===== src/rtl/link_arbiter_pkg.sv =====
// link_arbiter_pkg: shared packet type, arbiter states and packet size for the link arbiter
package link_arbiter_pkg;
  localparam int PKT_BYTES = 4;
  typedef logic [8*PKT_BYTES-1:0] pkt_t;
  typedef enum logic [1:0] {IDLE, WAIT_FREE, SEND} arb_state_t;
endpackage


===== src/rtl/link_arbiter_rr_picker.sv =====
// rr_picker: combinational round-robin picker, first valid request after the last grant wins
module rr_picker #(
  parameter int NUM_REQ = 4,
  localparam int W = $clog2(NUM_REQ)
) (
  input  logic [NUM_REQ-1:0] req_i,
  input  logic [W-1:0]       last_i,
  output logic [W-1:0]       winner_o,
  output logic               any_valid_o
);
  // scan from farthest to nearest offset so the nearest valid index after last_i is kept
  always_comb begin
    winner_o = last_i;
    any_valid_o = |req_i;
    for (int i = NUM_REQ; i >= 1; i--)
      if (req_i[(int'(last_i) + i) % NUM_REQ]) winner_o = W'((int'(last_i) + i) % NUM_REQ);
  end
endmodule


===== src/rtl/link_arbiter.sv =====
// link_arbiter: round-robin arbiter serializing 32-bit packets MSB first onto a put/free byte link; LINK_ARB_STATS_EN adds per-requester grant counters
module link_arbiter
  import link_arbiter_pkg::*;
#(
  parameter int NUM_REQ = 4,
  parameter int PKT_BYTES = 4,
  localparam int W = $clog2(NUM_REQ),
  localparam int CW = $clog2(PKT_BYTES)
) (
  input  logic                     clock,
  input  logic                     reset_n,
  input  logic [NUM_REQ-1:0]       req_valid,
  input  pkt_t [NUM_REQ-1:0]       req_pkt,
  output logic [NUM_REQ-1:0]       req_ack,
  input  logic                     free_outbound,
  output logic                     put_outbound,
  output logic [7:0]               payload_outbound,
  output logic [W-1:0]             grant_id,
`ifdef LINK_ARB_STATS_EN
  input  logic                     stats_clr,
  output logic [NUM_REQ-1:0][15:0] grant_count,
`endif
  output logic                     busy
);
  arb_state_t state_q, state_d;
  logic [CW-1:0] cnt_q, cnt_d;
  pkt_t buf_q, buf_d;
  logic [W-1:0] grant_q, grant_d, winner;
  logic put_q, put_d, any_valid;
  logic [7:0] payload_q, payload_d;

  rr_picker #(.NUM_REQ(NUM_REQ)) u_picker (
    .req_i(req_valid),
    .last_i(grant_q),
    .winner_o(winner),
    .any_valid_o(any_valid)
  );

  // next state, capture on ack, and next registered link byte derived from the next state
  always_comb begin
    state_d = state_q;
    cnt_d = cnt_q;
    buf_d = buf_q;
    grant_d = grant_q;
    req_ack = '0;
    unique case (state_q)
      IDLE: if (any_valid) begin
        req_ack[winner] = 1'b1;
        buf_d = req_pkt[winner];
        grant_d = winner;
        state_d = WAIT_FREE;
      end
      WAIT_FREE: if (free_outbound) begin
        state_d = SEND;
        cnt_d = '0;
      end
      SEND: begin
        state_d = (cnt_q == CW'(PKT_BYTES - 1)) ? IDLE : SEND;
        cnt_d = (cnt_q == CW'(PKT_BYTES - 1)) ? '0 : cnt_q + 1'b1;
      end
      default: state_d = IDLE;
    endcase
    put_d = (state_d == SEND);
    payload_d = put_d ? 8'(buf_d >> (8 * (PKT_BYTES - 1 - int'(cnt_d)))) : 8'h00;
  end

  // state, packet buffer and registered link outputs
  always_ff @(posedge clock or negedge reset_n)
    if (!reset_n) begin
      state_q <= IDLE;
      cnt_q <= '0;
      buf_q <= '0;
      grant_q <= W'(NUM_REQ - 1);
      put_q <= 1'b0;
      payload_q <= 8'h00;
    end else begin
      state_q <= state_d;
      cnt_q <= cnt_d;
      buf_q <= buf_d;
      grant_q <= grant_d;
      put_q <= put_d;
      payload_q <= payload_d;
    end

  assign put_outbound = put_q;
  assign payload_outbound = payload_q;
  assign grant_id = grant_q;
  assign busy = (state_q != IDLE);

`ifdef LINK_ARB_STATS_EN
  logic [NUM_REQ-1:0][15:0] count_q, count_d;

  // saturating per-requester ack counters; clear beats a same-cycle increment
  always_comb begin
    count_d = count_q;
    for (int i = 0; i < NUM_REQ; i++)
      if (req_ack[i] && count_q[i] != 16'hFFFF) count_d[i] = count_q[i] + 16'd1;
    if (stats_clr) count_d = '0;
  end

  // grant counter registers
  always_ff @(posedge clock or negedge reset_n)
    if (!reset_n) count_q <= '0;
    else count_q <= count_d;

  assign grant_count = count_q;
`endif
endmodule


===== config.mk =====
export PLATFORM = sky130hd
export DESIGN_NAME = link_arbiter
export DESIGN_NICKNAME = d
export VERILOG_FILES = /design/src/rtl/link_arbiter_pkg.sv /design/src/rtl/link_arbiter_rr_picker.sv /design/src/rtl/link_arbiter.sv
export SDC_FILE = /design/constraint.sdc
export NUM_CORES = 1
export LEC_CHECK = 0
export CAP_MARGIN = 10
export CELL_PAD_IN_SITES_DETAIL_PLACEMENT = 1
export CELL_PAD_IN_SITES_GLOBAL_PLACEMENT = 2
export CORE_ASPECT_RATIO = 1.25
export CORE_MARGIN = 2
export CORE_UTILIZATION = 24
export CTS_CLUSTER_SIZE = 16
export DETAILED_ROUTE_END_ITERATION = 8
export PLACE_DENSITY_LB_ADDON = 0.1
export REMOVE_ABC_BUFFERS = 1
export SLEW_MARGIN = 20
export SYNTH_ARGS = -nofsm -noshare
export SYNTH_HDL_FRONTEND = slang
export SYNTH_HIERARCHICAL = 1
export SYNTH_SLANG_ARGS = --single-unit

===== constraint.sdc =====
create_clock -name clock -period 2.4 [get_ports clock]
set_input_delay 0.6 -clock clock [delete_from_list [all_inputs] [get_ports clock]]
set_output_delay 0.6 -clock clock [all_outputs]
set_load 0.01 [all_outputs]

=== After elaboration in Yosys (flattened, before gate mapping) ===
Index checks and enable logic that the tools add are counted.
W data, S select, Z words.

* Add/sub/neg operators: 6
* Shifts and indexed selects: 1
* Divide/modulo/power cells: 0
* Multipliers: 0
* Bitwise gates (word level): 4
* Equality and inequality tests: 4
* Reduce and logical (&&, ||, !) cells: 9
* Magnitude comparators: 6
* Multiplexer cells: 32

{| class="wikitable"
|+ Operator list
! kind !! number
|-
| $mux W32 || 3
|-
| $bmux W32 S2 || 1
|-
| $shr A32 B32 Y8 || 1
|-
| $mux W2 || 9
|-
| $lt A3 B4 Y1 const B || 4
|-
| $mux W1 || 9
|-
| $bmux W1 S2 || 4
|-
| $mux W4 || 2
|-
| $mux W8 || 1
|-
| $reduce_or A2 Y1 || 4
|-
| $add A2 B1 Y2 const B || 3
|-
| $eq A2 B2 Y1 const B || 3
|-
| $pmux W2 S3 || 1
|-
| $add A2 B2 Y2 const B || 2
|-
| $and A1 B1 Y1 const A || 4
|-
| $pmux W2 S2 || 1
|-
| $reduce_or A4 Y1 || 1
|-
| $lt A2 B3 Y1 const B || 1
|-
| $sub A2 B2 Y3 const A || 1
|-
| $demux W1 S2 || 1
|-
| $eq A2 B1 Y1 const B || 1
|-
| $ge A2 B1 Y1 const B || 1
|-
| $logic_not A2 Y1 || 1
|-
| $reduce_and A2 Y1 || 1
|-
| 2 further kinds || 2
|}

* Flip-flop bits (word level): 47
* Bits in writable memories: 0
* Bits of input ports: 135
* Output and inout bits: 16
* Latch bits: 0
* Memories: 0
* Bits in read-only memories: 0
* Logic and storage cells: 68

=== Longest topological paths before layout ===
* Word-level depth: 16
* Mapped depth: 10
* Gate-level depth less buffers: 8

=== By module ===
Netlist, hierarchy kept.

{| class="wikitable"
|+ By module, submodules not included
! module !! instances !! cells each !! area each (um^2)
|-
| link_arbiter || 1 || 269 || 2999.1
|-
| rr_picker || 1 || 14 || 82.6
|}

=== Worst setup path before layout ===
No wires, ideal clock.

* Path type: input -> register
* Start: input port req_valid[3]
* End: register payload_q[4], in the netlist payload_outbound[4]
* Required time: 2278 ps
* Arrival: 2266 ps
* Library setup time: 122 ps
* Cell stages on the path: 7
* Slack: 12 ps
* Path through: or4_1 nand3_2 buf_2 o22ai_1 a21o_1 mux2_2 a32o_1

* Longest elaborated chain between the ends: 13

{| class="wikitable"
|+ RTL lines
! item !! line !! RTL
|-
| start: declaration || link_arbiter.sv:12 || <nowiki>input logic [NUM_REQ-1:0] req_valid,</nowiki>
|-
| $bmux W1 S2 || link_arbiter_rr_picker.sv:16 || <nowiki>if (req_i[(int'(last_i) + i) % NUM_REQ]) winner_o = W'((int'(last_i) + i) % NUM_REQ);</nowiki>
|-
| $mux W1 (implied by the code) (2 in series) || link_arbiter_rr_picker.sv:16 ||
|-
| $mux W2 (4 in series) || link_arbiter_rr_picker.sv:16 ||
|-
| $bmux W32 S2 || link_arbiter.sv:49 || <nowiki>buf_d = req_pkt[winner];</nowiki>
|-
| $mux W32 (implied by the code) || link_arbiter.sv:49 ||
|-
| $mux W32 * || link_arbiter.sv:47 || <nowiki>IDLE: if (any_valid) begin</nowiki>
|-
| $mux W32 * || link_arbiter.sv:46 || <nowiki>unique case (state_q)</nowiki>
|-
| via buf_d[12] || link_arbiter.sv:27 || <nowiki>pkt_t buf_q, buf_d;</nowiki>
|-
| $shr A32 B32 Y8 * || link_arbiter.sv:64 || <nowiki>payload_d = put_d ? 8'(buf_d >> (8 * (PKT_BYTES - 1 - int'(cnt_d)))) : 8'h00;</nowiki>
|-
| $mux W8 * || link_arbiter.sv:64 ||
|-
| via payload_d[4] || link_arbiter.sv:30 || <nowiki>logic [7:0] payload_q, payload_d;</nowiki>
|-
| end signal: assignment || link_arbiter.sv:82 || <nowiki>payload_q <= payload_d;</nowiki>
|-
| end: declaration || link_arbiter.sv:30 ||
|}

Mark *: on every way through the listed nets, which the timed path passes. The rest lies on a longest branch. The select of a mux whose other input is x is not followed.
A chain may end at the register's enable or synchronous reset.

=== Final worst setup path ===
* Start: register grant_q[1], in the netlist grant_id[1]
* End: output port req_ack[0]

* Longest elaborated chain between the ends: 14

{| class="wikitable"
|+ RTL lines
! item !! line !! RTL
|-
| start: declaration || link_arbiter.sv:28 || <nowiki>logic [W-1:0] grant_q, grant_d, winner;</nowiki>
|-
| start signal: assignment || link_arbiter.sv:73 || <nowiki>grant_q <= W'(NUM_REQ - 1);</nowiki>
|-
| start signal: assignment || link_arbiter.sv:80 || <nowiki>grant_q <= grant_d;</nowiki>
|-
| $add A2 B1 Y2 || link_arbiter_rr_picker.sv:16 ||
|-
| $bmux W1 S2 || link_arbiter_rr_picker.sv:16 ||
|-
| $mux W1 (implied by the code) (2 in series) || link_arbiter_rr_picker.sv:16 ||
|-
| $mux W2 (3 in series) || link_arbiter_rr_picker.sv:16 ||
|-
| $mux W2 * || link_arbiter_rr_picker.sv:16 ||
|-
| via winner[0] || link_arbiter.sv:28 ||
|-
| $lt A2 B3 Y1 (implied by the code) or $ge A2 B1 Y1 (tied branches) || link_arbiter.sv:48 || <nowiki>req_ack[winner] = 1'b1;</nowiki>
|-
| $logic_and A1 B1 Y1 (implied by the code) || link_arbiter.sv:48 ||
|-
| $mux W1 (implied by the code) || link_arbiter.sv:48 ||
|-
| $demux W1 S2 * || link_arbiter.sv:48 ||
|-
| $mux W4 * || link_arbiter.sv:47 ||
|-
| $mux W4 * || link_arbiter.sv:46 ||
|-
| end: declaration || link_arbiter.sv:14 || <nowiki>output logic [NUM_REQ-1:0] req_ack,</nowiki>
|}

Marked as above.

==> impl_metrics.env <==
export IMPL_clockBufferDepth=2
export IMPL_critical_path_class="reg -> out"
export IMPL_hold_buffers=0
export IMPL_setup_violations_final=10
export IMPL_ant_nets=0
export IMPL_synth_area_leaders="dfrtp_1 37%, mux2i_1 21%, a21o_1 3.9%"
export IMPL_cp_data_required_time_ps=1800
export IMPL_hold_viol=0
export IMPL_finClkSkew_ps=5.91
export IMPL_cp_cell_sequence="mux2i_1, nor2_1, a221o_1, nand3b_4, nor2_2, buf_2"
export IMPL_p_sw_share_pct=37.4
export IMPL_p_seq_share_pct=19.6
export IMPL_area_growth_pct=80.1
export IMPL_top_usage_layer="met2"
export IMPL_htreeDepth=2
export IMPL_clk_pin_slew_worst_paths_ps=60
export IMPL_path_delay_family="flip-flops"
export IMPL_slew_violations=0
export IMPL_arrival_ps=1930
export IMPL_wl_per_cell_um=17.6
export IMPL_placed_cells=608
export IMPL_gp_congestion=0.782
export IMPL_peakVddDrop_uv=415
export IMPL_yosys_warnings=6
export IMPL_num_io_pins=151
export IMPL_status="complete, but fails checks"
export IMPL_crit_path_top_delay_cell="dfstp_2"
export IMPL_slowest_delay_ps=580
export IMPL_slew_headroom_pct=81.2
export IMPL_core_sq_um=12600
export IMPL_dpl_worst_slack_ps=-760
export IMPL_hold_path_class="in -> async"
export IMPL_fillCellCount=1364
export IMPL_initial_core_util_pct=24.4
export IMPL_dominantRegCellSynth="dfrtp_1"
export IMPL_fmax_ghz=0.396
export IMPL_multi_input_area_sq_um=1890
export IMPL_antenna_found_initial=0
export IMPL_finalSetupTns_ps=-767
export IMPL_use_met3_pct=1.84
export IMPL_synth_edf_count=0
export IMPL_grt_util_met1_pct=18.7
export IMPL_ff_latch_area_sq_um=1180
export IMPL_setup_ws_ps=-127
export IMPL_power_frac_clock_pct=12.1
export IMPL_root_buffer="clkbuf_16"
export IMPL_grt_overflow=0
export IMPL_viasPerCell=4.66
export IMPL_syn_inst=283
export IMPL_power_density_nw_per_um2=1200
export IMPL_grt_pass1_vias=3246
export IMPL_yosysTopAreaCell="dfrtp_1"
export IMPL_num_rows=46
export IMPL_grt_max_degree=48
export IMPL_crit_buf_inv=1
export IMPL_drive_gt1_share_pct=24.8
export IMPL_layout_commonest_cell="clkdlybuf4s50_1"
export IMPL_grt_pass1_wl_mm=17.2
export IMPL_tritoncts="yes"
export IMPL_nets=607
export IMPL_intPower_mw=4.16
export IMPL_diodes=0
export IMPL_post_route_min_period_ps=2530
export IMPL_die_area_sq_um=13800
export IMPL_ys_seq_area_share_pct=38.2
export IMPL_io_buffer_count=150
export IMPL_route_detailed_drc=0
export IMPL_cp_start_kind="register"
export IMPL_comb_power_share_pct=68.4
export IMPL_tightest_slew_ps=282
export IMPL_grt_setup_unrepaired="yes"
export IMPL_synth_area_sq_um=3080
export IMPL_clk_latency_ps=280
export IMPL_p_leak_nw=2.47
export IMPL_synth_top_area_share_pct=36.5
export IMPL_clock_sinks=47
export IMPL_violations="negative setup slack"
export IMPL_path_max_fanout=4
export IMPL_avgSynthCellArea_sq_um=10.9
export IMPL_grt_use_total_pct=15.8
export IMPL_maxCapViolations=0
export IMPL_hpwl_mm=7.88
export IMPL_finalCritPeriodShare_pct=105
export IMPL_synthArstFlopShare_pct=100
export IMPL_gr_usage_met2_pct=30.6
export IMPL_ys_ff_latch=47
export IMPL_p_switching_mw=2.49
export IMPL_yosys_cell_types_count=40
export IMPL_cts_buffers=5
export IMPL_vias=2956
export IMPL_cp_end_kind="primary output"
export IMPL_drt_iter0_markers=49
export IMPL_dieWidth_um=105
export IMPL_most_common_layout_cells="141 x clkdlybuf4s50_1, 51 x mux2i_1, 44 x dfrtp_1, 25 x buf_4, 19 x nand2_1"
export IMPL_first_pass_iters=4
export IMPL_routed_wl_mm=11.2
export IMPL_fp_dieH_um=131
export IMPL_instances_no_fill=635
registers in the layout, summed over array words and instances, names as in the netlist:
signal,flops
buf_q,32
payload_outbound,8
cnt_q,2
grant_id,2
state_q,2
put_outbound,1
power by group through the flow:
stage                     logic (mW)  clock network [mW]  registers [mW]
after detailed placement        3.72                   0            1.32
final                           4.55               0.803            1.30
after floorplan                 2.13                   0            1.30
after global placement          3.66                   0            1.30
after global routing            4.97               0.857            1.34
after CTS                       4.22               0.831            1.31
worst paths after layout:
check,from,endpoint,slack [ps],cells past startpoint
setup / recovery,grant_id[1],req_ack[0],-130,6
hold / removal,reset_n,buf_q[31],300,2
setup reg to reg,grant_id[1],payload_outbound[1],-110,11
min in group clock,buf_q[0],buf_q[0],470,1
hold reg to reg,buf_q[0],buf_q[0],470,1
max in group asynchronous,reset_n,grant_id[0],1810,2
repair_timing:
action	in CTS	in global routing
pin swaps	8	10
cloned	3	4
resized for setup	52	30
setup buffers	9	5
setup endpoints to repair	14	13
final cells by class:
class / count / share of cell area [%]
repair buffers: 197 / 37.2
multi-input cells: 206 / 34.0
flip-flops and latches: 47 / 21.3
well taps: 168 / 3.79
clock buffers: 6 / 2.50
clock inverters: 2 / 0.631
inverters: 9 / 0.609
kinds of logic (layout without fill, tap and decap cells):
family          Yosys count  after routing  share of synthesized area (%)
simple gates             56             56                           9.74
buf+inv                  30            214                           6.58
fa+ha+maj                 6              6                           2.44
flops                    47             47                           38.2
compound gates           71             71                           19.0
mux                      73             73                           24.0
cell usage after synthesis, types with 3 or more instances:
cell	n
mux2i_1	65
dfrtp_1	45
nand2_1	19
o22ai_1	17
a21o_1	16
nand2b_1	11
o221ai_1	9
a32o_1	8
inv_1	8
mux2_2	8
nor2_1	8
buf_6	7
o221ai_2	7
or2_0	7
buf_2	6
ha_1	6
a21oi_1	5
clkbuf_1	3
nor2b_1	3
worst reg2reg max path, cell delays in order, from the launching register on:
cell and delay (ps):
dfstp_2 580, buf_6 140, a31oi_4 90, a21oi_4 220
buf_6 130, buf_4 110, buf_6 110, mux2i_2 240
o22ai_2 120, a21o_1 180, mux2_2 260, a32o_1 200
per-stage QoR:
| step | hold WS [ps] | util [%] | cell area (sq um) | total power [mW] |
|---|---|---|---|---|
| global placement | 452 | 38.9 | 4900 | 4.97 |
| detailed placement | 458 | 38.9 | 4900 | 5.04 |
| global route | 319 | 44.0 | 5550 | 7.17 |
| CTS | 312 | 42.3 | 5330 | 6.36 |
| finish | 298 | 44.0 | 5550 | 6.66 |
| floorplan | 304 | - | 2910 | 3.43 |
metal layers:
layer	wire length, um	vias to the layer above
met1	4480	1457
met2	6250	69
li1	-	1423
met5	0	-
met3	346	7
met4	101	0
No activity file was read; power rests on OpenSTA's default activity.
